$ cat config.mk
export PLATFORM = sky130hd
export DESIGN_NAME = fetch_decode_unit_flat
export DESIGN_NICKNAME = d
export VERILOG_FILES = /design/src/rtl/fetch_decode_unit_pkg.sv /design/src/rtl/fetch_decode_unit_if.sv /design/src/rtl/fetch_decode_unit_next_pc_calc.sv /design/src/rtl/fetch_decode_unit.sv /design/src/flat_wrapper.sv
export SDC_FILE = /design/constraint.sdc
export NUM_CORES = 1
export LEC_CHECK = 0
export BUFFER_PORTS_ARGS = -buffer_cell sky130_fd_sc_hd__buf_2
export CAP_MARGIN = 20
export CORE_ASPECT_RATIO = 1.4
export CORE_MARGIN = 5
export CORE_UTILIZATION = 50
export CTS_BUF_LIST = sky130_fd_sc_hd__clkbuf_8
export CTS_CLUSTER_DIAMETER = 200
export CTS_CLUSTER_SIZE = 14
export DETAILED_ROUTE_END_ITERATION = 6
export GPL_TIMING_DRIVEN = 0
export PLACE_DENSITY = 0.73
export SLEW_MARGIN = 20
export SYNTH_ARGS = -nofsm -noshare
export SYNTH_HDL_FRONTEND = slang
export SYNTH_SLANG_ARGS = --single-unit
$ cat constraint.sdc
create_clock -name clk -period 3.5 [get_ports clk]
set_clock_uncertainty 0.1 [all_clocks]
set_input_delay 0.35 -clock clk [delete_from_list [all_inputs] [get_ports clk]]
set_output_delay 0.35 -clock clk [all_outputs]
set_load 0.005 [all_outputs]
$ cat src/rtl/fetch_decode_unit_pkg.sv
// Shared definitions for the fetch/decode unit and the control FSM that consumes it.
// Covers PC source encodings, opcodes, IR field positions and the fetch state enum.
package fetch_decode_unit_pkg;

  localparam int unsigned XLEN = 32;

  localparam logic [1:0] PCS_INC  = 2'b00;
  localparam logic [1:0] PCS_BR   = 2'b01;
  localparam logic [1:0] PCS_JMP  = 2'b10;
  localparam logic [1:0] PCS_HOLD = 2'b11;

  localparam logic [5:0] OP_NOOP = 6'b000000;
  localparam logic [5:0] OP_JUMP = 6'b000001;
  localparam logic [5:0] OP_JAL  = 6'b000010;
  localparam logic [5:0] OP_BEQ  = 6'b100000;

  localparam int unsigned OPC_LSB = 26;
  localparam int unsigned OPC_W   = 6;
  localparam int unsigned RD_LSB  = 21;
  localparam int unsigned RD_W    = 5;
  localparam int unsigned RS_LSB  = 16;
  localparam int unsigned RS_W    = 5;
  localparam int unsigned RT_LSB  = 11;
  localparam int unsigned RT_W    = 5;
  localparam int unsigned IMM_LSB = 0;
  localparam int unsigned IMM_W   = 16;
  localparam int unsigned JT_W    = 26;

  typedef enum logic [1:0] {
    ST_IDLE = 2'd0,
    ST_REQ  = 2'd1,
    ST_WAIT = 2'd2
  } fetch_state_t;

endpackage

$ cat src/rtl/fetch_decode_unit_if.sv
// Unified memory read port used for instruction fetch.
// The master drives the request side, the slave returns the read data.
interface fetch_decode_unit_if;
  import fetch_decode_unit_pkg::*;

  logic            mem_req;
  logic [XLEN-1:0] mem_addr;
  logic            mem_rvalid;
  logic [XLEN-1:0] mem_rdata;

  modport master (output mem_req, output mem_addr, input mem_rvalid, input mem_rdata);
  modport slave  (input mem_req, input mem_addr, output mem_rvalid, output mem_rdata);
endinterface

$ cat src/rtl/fetch_decode_unit_next_pc_calc.sv
// Combinational next-PC selection: increment, branch, jump or hold.
// Shared by the PC register and the IDLE-cycle fetch address forwarding path.
module fetch_decode_unit_next_pc_calc
  import fetch_decode_unit_pkg::*;
(
  input  logic [XLEN-1:0] pc,
  input  logic [JT_W-1:0] target,
  input  logic            pc_update,
  input  logic [1:0]      pc_source,
  input  logic            branch_taken,
  output logic [XLEN-1:0] pc_next_c
);

  logic [XLEN-1:0] pc4_c;
  logic [XLEN-1:0] br_off_c;

  assign pc4_c    = pc + XLEN'(4);
  assign br_off_c = {{(XLEN-IMM_W-2){target[IMM_W-1]}}, target[IMM_W-1:0], 2'b00};

  always_comb begin
    pc_next_c = pc;
    if (pc_update) begin
      case (pc_source)
        PCS_INC:  pc_next_c = pc4_c;
        PCS_BR:   pc_next_c = branch_taken ? (pc4_c + br_off_c) : pc4_c;
        PCS_JMP:  pc_next_c = {pc4_c[XLEN-1:XLEN-4], target, 2'b00};
        PCS_HOLD: pc_next_c = pc;
      endcase
    end
  end

endmodule

$ cat src/rtl/fetch_decode_unit.sv
// Instruction fetch and decode front end: owns PC and IR, fetches over a req/rvalid
// handshake with a bounded wait, and exposes the decoded IR fields to control.
module fetch_decode_unit
  import fetch_decode_unit_pkg::*;
#(
  parameter logic [XLEN-1:0] RESET_PC = 32'h0000_0000,
  parameter int unsigned     MAX_WAIT = 15
) (
  input  logic                   clk,
  input  logic                   rst_n,
  input  logic                   fetch_req,
  input  logic                   pc_update,
  input  logic [1:0]             pc_source,
  input  logic                   branch_taken,
  fetch_decode_unit_if.master    mem,
  output logic [XLEN-1:0]        pc,
  output logic [OPC_W-1:0]       opcode,
  output logic [RD_W-1:0]        rd,
  output logic [RS_W-1:0]        rs,
  output logic [RT_W-1:0]        rt,
  output logic [IMM_W-1:0]       imm,
  output logic                   instr_valid,
  output logic                   busy,
  output logic                   fetch_err
);

  localparam int unsigned CNT_W = (MAX_WAIT < 2) ? 1 : $clog2(MAX_WAIT);

  fetch_state_t     state, state_next;
  logic [XLEN-1:0]  ir;
  logic [XLEN-1:0]  pc_next_c;
  logic [CNT_W-1:0] wait_cnt, cnt_next;
  logic             req_next, addr_load, ir_load, timeout;

  fetch_decode_unit_next_pc_calc u_next_pc (
    .pc           (pc),
    .target       (ir[JT_W-1:0]),
    .pc_update    (pc_update),
    .pc_source    (pc_source),
    .branch_taken (branch_taken),
    .pc_next_c    (pc_next_c)
  );

  assign opcode = ir[OPC_LSB +: OPC_W];
  assign rd     = ir[RD_LSB  +: RD_W];
  assign rs     = ir[RS_LSB  +: RS_W];
  assign rt     = ir[RT_LSB  +: RT_W];
  assign imm    = ir[IMM_LSB +: IMM_W];

  // Fetch FSM state and wait counter.
  always_ff @(posedge clk or negedge rst_n) begin
    if (!rst_n) begin
      state    <= ST_IDLE;
      wait_cnt <= '0;
    end else begin
      state    <= state_next;
      wait_cnt <= cnt_next;
    end
  end

  always_comb begin
    state_next = state;
    cnt_next   = wait_cnt;
    req_next   = 1'b0;
    addr_load  = 1'b0;
    ir_load    = 1'b0;
    timeout    = 1'b0;
    case (state)
      ST_IDLE: begin
        cnt_next = '0;
        if (fetch_req) begin
          state_next = ST_REQ;
          req_next   = 1'b1;
          addr_load  = 1'b1;
        end
      end
      ST_REQ: begin
        cnt_next   = '0;
        state_next = ST_WAIT;
      end
      ST_WAIT: begin
        if (mem.mem_rvalid) begin
          ir_load    = 1'b1;
          cnt_next   = '0;
          state_next = ST_IDLE;
        end else if (wait_cnt == CNT_W'(MAX_WAIT - 1)) begin
          timeout    = 1'b1;
          cnt_next   = '0;
          state_next = ST_IDLE;
        end else begin
          cnt_next = wait_cnt + CNT_W'(1);
        end
      end
      default: state_next = ST_IDLE;
    endcase
  end

  // PC, IR and registered handshake/status outputs; the fetch address uses the forwarded next PC.
  always_ff @(posedge clk or negedge rst_n) begin
    if (!rst_n) begin
      pc           <= RESET_PC;
      ir           <= {OP_NOOP, (XLEN-OPC_W)'(0)};
      mem.mem_req  <= 1'b0;
      mem.mem_addr <= '0;
      instr_valid  <= 1'b0;
      busy         <= 1'b0;
      fetch_err    <= 1'b0;
    end else begin
      pc           <= pc_next_c;
      mem.mem_req  <= req_next;
      instr_valid  <= ir_load;
      busy         <= (state_next != ST_IDLE);
      fetch_err    <= fetch_err | timeout;
      if (addr_load) mem.mem_addr <= pc_next_c;
      if (ir_load)   ir <= mem.mem_rdata;
    end
  end

endmodule
$ cat src/flat_wrapper.sv
// flat-port wrapper written by rule: the top's interface ports become plain ports
module fetch_decode_unit_flat import fetch_decode_unit_pkg::*;
#(
  parameter logic [XLEN-1:0] RESET_PC = 32'h0000_0000,
  parameter int unsigned     MAX_WAIT = 15
)
  (clk, rst_n, fetch_req, pc_update, pc_source, branch_taken, pc, opcode, rd, rs, rt, imm, instr_valid, busy, fetch_err, mem_mem_req, mem_mem_addr, mem_mem_rvalid, mem_mem_rdata);
  fetch_decode_unit_if mem_i ();
  input  logic clk;
  input  logic rst_n;
  input  logic fetch_req;
  input  logic pc_update;
  input  logic [1:0] pc_source;
  input  logic branch_taken;
  output logic [XLEN-1:0] pc;
  output logic [OPC_W-1:0] opcode;
  output logic [RD_W-1:0] rd;
  output logic [RS_W-1:0] rs;
  output logic [RT_W-1:0] rt;
  output logic [IMM_W-1:0] imm;
  output logic instr_valid;
  output logic busy;
  output logic fetch_err;
  output wire logic [$bits(mem_i.mem_req)-1:0] mem_mem_req;
  output wire logic [$bits(mem_i.mem_addr)-1:0] mem_mem_addr;
  input wire logic [$bits(mem_i.mem_rvalid)-1:0] mem_mem_rvalid;
  input wire logic [$bits(mem_i.mem_rdata)-1:0] mem_mem_rdata;
  assign mem_mem_req = mem_i.mem_req;
  assign mem_mem_addr = mem_i.mem_addr;
  assign mem_i.mem_rvalid = mem_mem_rvalid;
  assign mem_i.mem_rdata = mem_mem_rdata;
  fetch_decode_unit #(.RESET_PC(RESET_PC), .MAX_WAIT(MAX_WAIT)) u_core (.clk(clk), .rst_n(rst_n), .fetch_req(fetch_req), .pc_update(pc_update), .pc_source(pc_source), .branch_taken(branch_taken), .mem(mem_i), .pc(pc), .opcode(opcode), .rd(rd), .rs(rs), .rt(rt), .imm(imm), .instr_valid(instr_valid), .busy(busy), .fetch_err(fetch_err));
endmodule
# == After elaboration in Yosys (flattened, before gate mapping) ==
# Cells that the tools add are included.
# totals
out_inout_bits,105
wordCells,41
inputBits,40
reg_bits,106
# classes
n_bitwise,1
muxes,17
add_sub_neg,3
n_eq_ne,6
n_reduce_logical,5
# op_table
op,n
$pmux 32 s4,1
$mux 32,2
$add 32x3->32 const B,1
$add 32x32->32,1
$mux 4,2
$pmux 4 s2,1
$mux 1,7
$eq 2x2->1 const B,3
$mux 2,3
$pmux 2 s3,1
$add 4x1->4 const B,1
$eq 2x1->1 const B,2
$eq 4x4->1 const B,1
$logic_not 2->1,2
$reduce_bool 2->1,2
$reduce_or 2->1,1
$or 1x1->1,1

# == Logic depth before layout (Yosys ltp) ==
# logic_depth
word_depth,5
mapped_depth,17
depth_no_buf,14

# == By module ==
# A second synthesis with hierarchy kept.
# unflattened
hier_cells,731
hier_area_um2,7244.4
# modules_own_cells
module,seq_area_each_um2,area_each_um2,cells_per_inst,instances
fetch_decode_unit,2652.5,3817.4,217,1
fetch_decode_unit_next_pc_calc,0.0,3427.0,514,1

# == Least setup slack after synthesis ==
# No wires, ideal clock.
# synth_path
path_type,reg2reg
from,register u_core.pc[5]
to,register u_core.pc[24]
path_slack_ns,-0.097
path_stages_with_launch,16
setup_ns,0.127
arrival_time_ns,3.369
cell_sequence,dfrtp_1 -> buf_2 -> and4_1 -> buf_2 -> nand4_2 -> nor3_1 -> xor2_1 -> ha_1 -> clkbuf_1 -> nand4_1 -> or3_1 -> a211oi_1 -> o211ai_1 -> a21boi_0 -> nor3_1 -> or2_2
# synth_via
elab_chain_cells,5
# synth_rtl
item,line_no,rtl
from (decl),fetch_decode_unit.sv:16,"output logic [XLEN-1:0] pc,"
from (signal assigned),fetch_decode_unit.sv:109,pc <= pc_next_c;
$add 32x3->32 *,fetch_decode_unit_next_pc_calc.sv:17,assign pc4_c = pc + XLEN'(4);
$add 32x32->32,fetch_decode_unit_next_pc_calc.sv:25,PCS_BR: pc_next_c = branch_taken ? (pc4_c + br_off_c) : pc4_c;
$mux 32,fetch_decode_unit_next_pc_calc.sv:25,
$pmux 32 s4 *,fetch_decode_unit_next_pc_calc.sv:23,case (pc_source)
$mux 32 *,fetch_decode_unit_next_pc_calc.sv:22,if (pc_update) begin
via u_core.pc_next_c[24],fetch_decode_unit.sv:31,logic [XLEN-1:0] pc_next_c;
# The timed path passes the listed nets; every way through them passes the cells marked *.
# A chain may end at the register's enable or synchronous reset.

# == Worst setup path after layout ==
# layout_path
from,register u_core.pc[14]
to,register u_core.mem.mem_addr[28]
# layout_via
elab_chain_cells,5
# layout_rtl
item,line_no,rtl
$add 32x3->32 *,fetch_decode_unit_next_pc_calc.sv:17,
$add 32x32->32,fetch_decode_unit_next_pc_calc.sv:25,
$mux 32,fetch_decode_unit_next_pc_calc.sv:25,
$pmux 32 s4 *,fetch_decode_unit_next_pc_calc.sv:23,
$mux 32 *,fetch_decode_unit_next_pc_calc.sv:22,
to (signal assigned),fetch_decode_unit.sv:114,if (addr_load) mem.mem_addr <= pc_next_c;
to (decl),fetch_decode_unit_if.sv:11,"modport master (output mem_req, output mem_addr, input mem_rvalid, input mem_rdata);"
# Every way passes the cells marked *; elsewhere a longest branch is shown, timed or not.

==> out/qor.txt <==
routed length per instance - 20.8 µm
register area share after synthesis - 36.3%
die height - 153 µm
total CTS buffers - 9
CP Capture Type - register
total wire length - 26900 µm
H-tree depth - 3
Pwr Total - 0.00927 W
CTS max path bufs - 2
post-synthesis simple-gate area fraction - 22.2%
worst hold margin - 21.6 ps
dpl cell area - 0.00832 mm²
buffer and inverter count on the worst path - 2
Final Cell Area - 0.00984 mm²
outcome - finished with violations
CP max FO - 4
antenna-violating nets left - 0
Synth async-reset ratio - 100%
root buffer cell - clkbuf_8
FMAX - 0.262 GHz
Synth Area in Adders - 6.60%
Critical-path top delay cell - or3_4
largest net degree at the start of global routing - 64
Critical Path RT - 3730 ps
Worst-Skew Late Latency - 410 ps
EDFF count, synth - 0
Net Switching - 0.00446 W
switching part of the total - 48.1%
via count - 8073
antenna violations before repair - 0
yosys warns - 0
post-synthesis mux area share - 4.62%
clock-pin slew on the worst setup and hold paths - 120 ps
Comb pwr share - 66.8%
crit path time final - 3820 ps
Mean Syn Cell Area - 8.32 µm²
slowest stage delay, CP - 480 ps
mapped cell area - 0.00731 mm²
largest family of logic cells by synthesized area - simple AND/OR/NAND/NOR gates
most frequent cell on the critical path - buf_4
worst hold path type - input pin to register
sequential share of power - 24.8%
Synth Area in Compound Gates - 21.0%
post-synth cell types - 71
CP Launch Type - register
Top FF cell, synth - dfrtp_1
Initial Util - 50.6%
CTS tree - yes
core area - 0.0144 mm²
unrepaired setup endpoints after global routing - true
Post-Synth XOR/XNOR Area - 4.79%
kind of critical path - register to register
Die X - 112 µm
Fin. Hold Viols - 0
clock network power share - 8.4%
worst ir drop on vdd - 0.540 mV
I/O Buffers - 142
slew of the pin with the lowest slew margin - 1180 ps
setup_tns - -2500 ps
maxcap violations - 0
nets - 1177
critical-path cell list - nand3_2 > or2_4 > buf_4 > nor2_2 > xnor2_2 > ha_1 > nand4_1 > or3_4 > a211oi_4 > o211ai_1 > buf_4 > mux2i_1 > nand2_1 > a31oi_1
TritonRoute pass-1 iters - 7
violation count after the first detailed-route iteration - 899
Antenna Cells - 0
delay-heaviest family, CP - simple AND/OR/NAND/NOR gates
post-synth net total - 957
Std-Cell Rows - 52
drt via density - 6.24
I/O pins - 145
Slew Viols, Final - 0
vias in the first global route - 7676
commonest non-fill, non-tap cell in the layout - nand2_1
most frequent cells in the layout - 158 x nand2_1, 141 x buf_2, 93 x dfrtp_1, 73 x buf_4, 66 x nor2_1
Leak - 4.53 nW
Max transition margin - 21.1%
layout cell share with drive strength beyond 1 - 34.7%
failing checks - setup timing
Post-route DRC - 0
area grow syn2layout - 34.5%
PwrDens - 942 mW/mm²
flops & latches, synth - 106
global-route wire length before repair - 40700 µm
worst setup margin - -318 ps
Syn Inst Count - 879
Tot GR Track Use - 29.3%
total gr overflow - 0
final setup vio count - 19
period utilization - 109%
Int Pwr - 0.00481 W
hpwl dp - 18200 µm
Die ar. - 0.0172 mm²
GPL Wtd Cong - 1.06
Worst EP arrival - 4040 ps
CTS sink count - 106
cell type report:
class | count | area, µm²
tap | 189 | 236
multi-input combinational | 693 | 5090
fill | 1171 | 4610
sequential | 106 | 2670
inverter | 29 | 109
clock buffer | 9 | 124
clock inverter | 7 | 72.6
timing repair buffer | 217 | 1330
buffer | 43 | 204
repair_timing:
item                                    in CTS  in global routing
buffers inserted                            37                 39
gates resized for setup                     99                 70
hold endpoints to repair                    43                  0
endpoints found under the setup margin      39                 39
gates cloned                                 0                  0
hold buffers                                 1                  0
pin swaps                                   49                 64
synthesized netlist by cell type, drive strengths merged, types with 4 or more instances:
cell type / count / area (µm²)
o221ai: 6 / 52.6
a21oi: 54 / 270
nor3: 17 / 85.1
nor4: 7 / 65.1
mux2: 22 / 248
dfrtp: 106 / 2650
nor2: 71 / 267
or3: 8 / 50.1
o21bai: 5 / 37.5
and4: 5 / 43.8
a221oi: 5 / 43.8
o21ai: 53 / 265
a31oi: 14 / 87.6
o22a: 4 / 35.0
ha: 37 / 463
nor2b: 6 / 37.5
nand2b: 4 / 25.0
xnor2: 25 / 219
xor2: 15 / 131
o211ai: 4 / 30.0
inv: 27 / 101
and3: 9 / 56.3
nand3: 33 / 175
o21a: 9 / 67.6
a22oi: 4 / 30.0
a21boi: 5 / 37.5
mux2i: 9 / 90.1
nand4: 15 / 106
o22ai: 5 / 31.3
nand2: 159 / 599
a211oi: 6 / 45.0
clkbuf: 36 / 135
a21o: 15 / 113
o31ai: 11 / 82.6
or2: 5 / 31.3
and2: 6 / 37.5
buf: 15 / 82.6
registers in the layout, indices dropped and copies added, names as in the netlist:
register	flops
u_core.state	2
u_core.mem.mem_req	1
u_core.mem.mem_addr	32
u_core.pc	32
u_core.busy	1
u_core.fetch_err	1
u_core.instr_valid	1
u_core.ir	32
u_core.wait_cnt	4
tightest hold or removal path, stage by stage:
cell and delay (ps):
buf_2 70, nand2_1 40, nand2_1 50
worst paths after layout:
kind / startpoint / cells after the start / slack [ps] / end
min in group asynchronous: rst_n / 2 / 310 / u_core.ir[15]$_DFFE_PN0P_
worst max-delay path: u_core.pc[14]$_DFF_PN0_ / 14 / -320 / u_core.mem.mem_addr[28]$_DFFE_PN0P_
worst min register to register: u_core.fetch_err$_DFF_PN0_ / 1 / 380 / u_core.fetch_err$_DFF_PN0_
max in group asynchronous: rst_n / 3 / 2300 / u_core.pc[3]$_DFF_PN0_
worst max register to register: u_core.pc[14]$_DFF_PN0_ / 14 / -320 / u_core.mem.mem_addr[28]$_DFFE_PN0P_
worst min-delay path: mem_mem_rdata[27] / 3 / 20 / u_core.ir[27]$_DFFE_PN0P_
through the flow:
step	worst slack, ps	cells	util [%]
finish	-318	1293	68.1
global route	-343	1293	68.1
CTS	-98.9	1260	64.0
detailed placement	-860	1211	57.6
global placement	-826	1210	57.4
floorplan	-19.0	879	-
metal layers:
layer  global-route usage (%)  routed length [µm]
met1                     35.3                9810
met4                     14.8                1870
met3                     6.09                2650
met5                        0                   0
met2                     49.3               12600
kinds of logic after synthesis:
logic type / Yosys count
fa+ha+maj: 38
flops: 106
buf+inv: 80
simple gates: 351
xor+xnor: 40
compound gates: 233
mux: 31
power by group through the flow:
stage | clock network, W | registers [W] | logic [W]
after floorplan | 0 | 0.00219 | 0.00310
after global placement | 0 | 0.00226 | 0.00444
after detailed placement | 0 | 0.00227 | 0.00451
after CTS | 0.000785 | 0.00229 | 0.00521
after global routing | 0.000828 | 0.00237 | 0.00664
final | 0.000782 | 0.00230 | 0.00619
(Power assumes the default switching activity.)
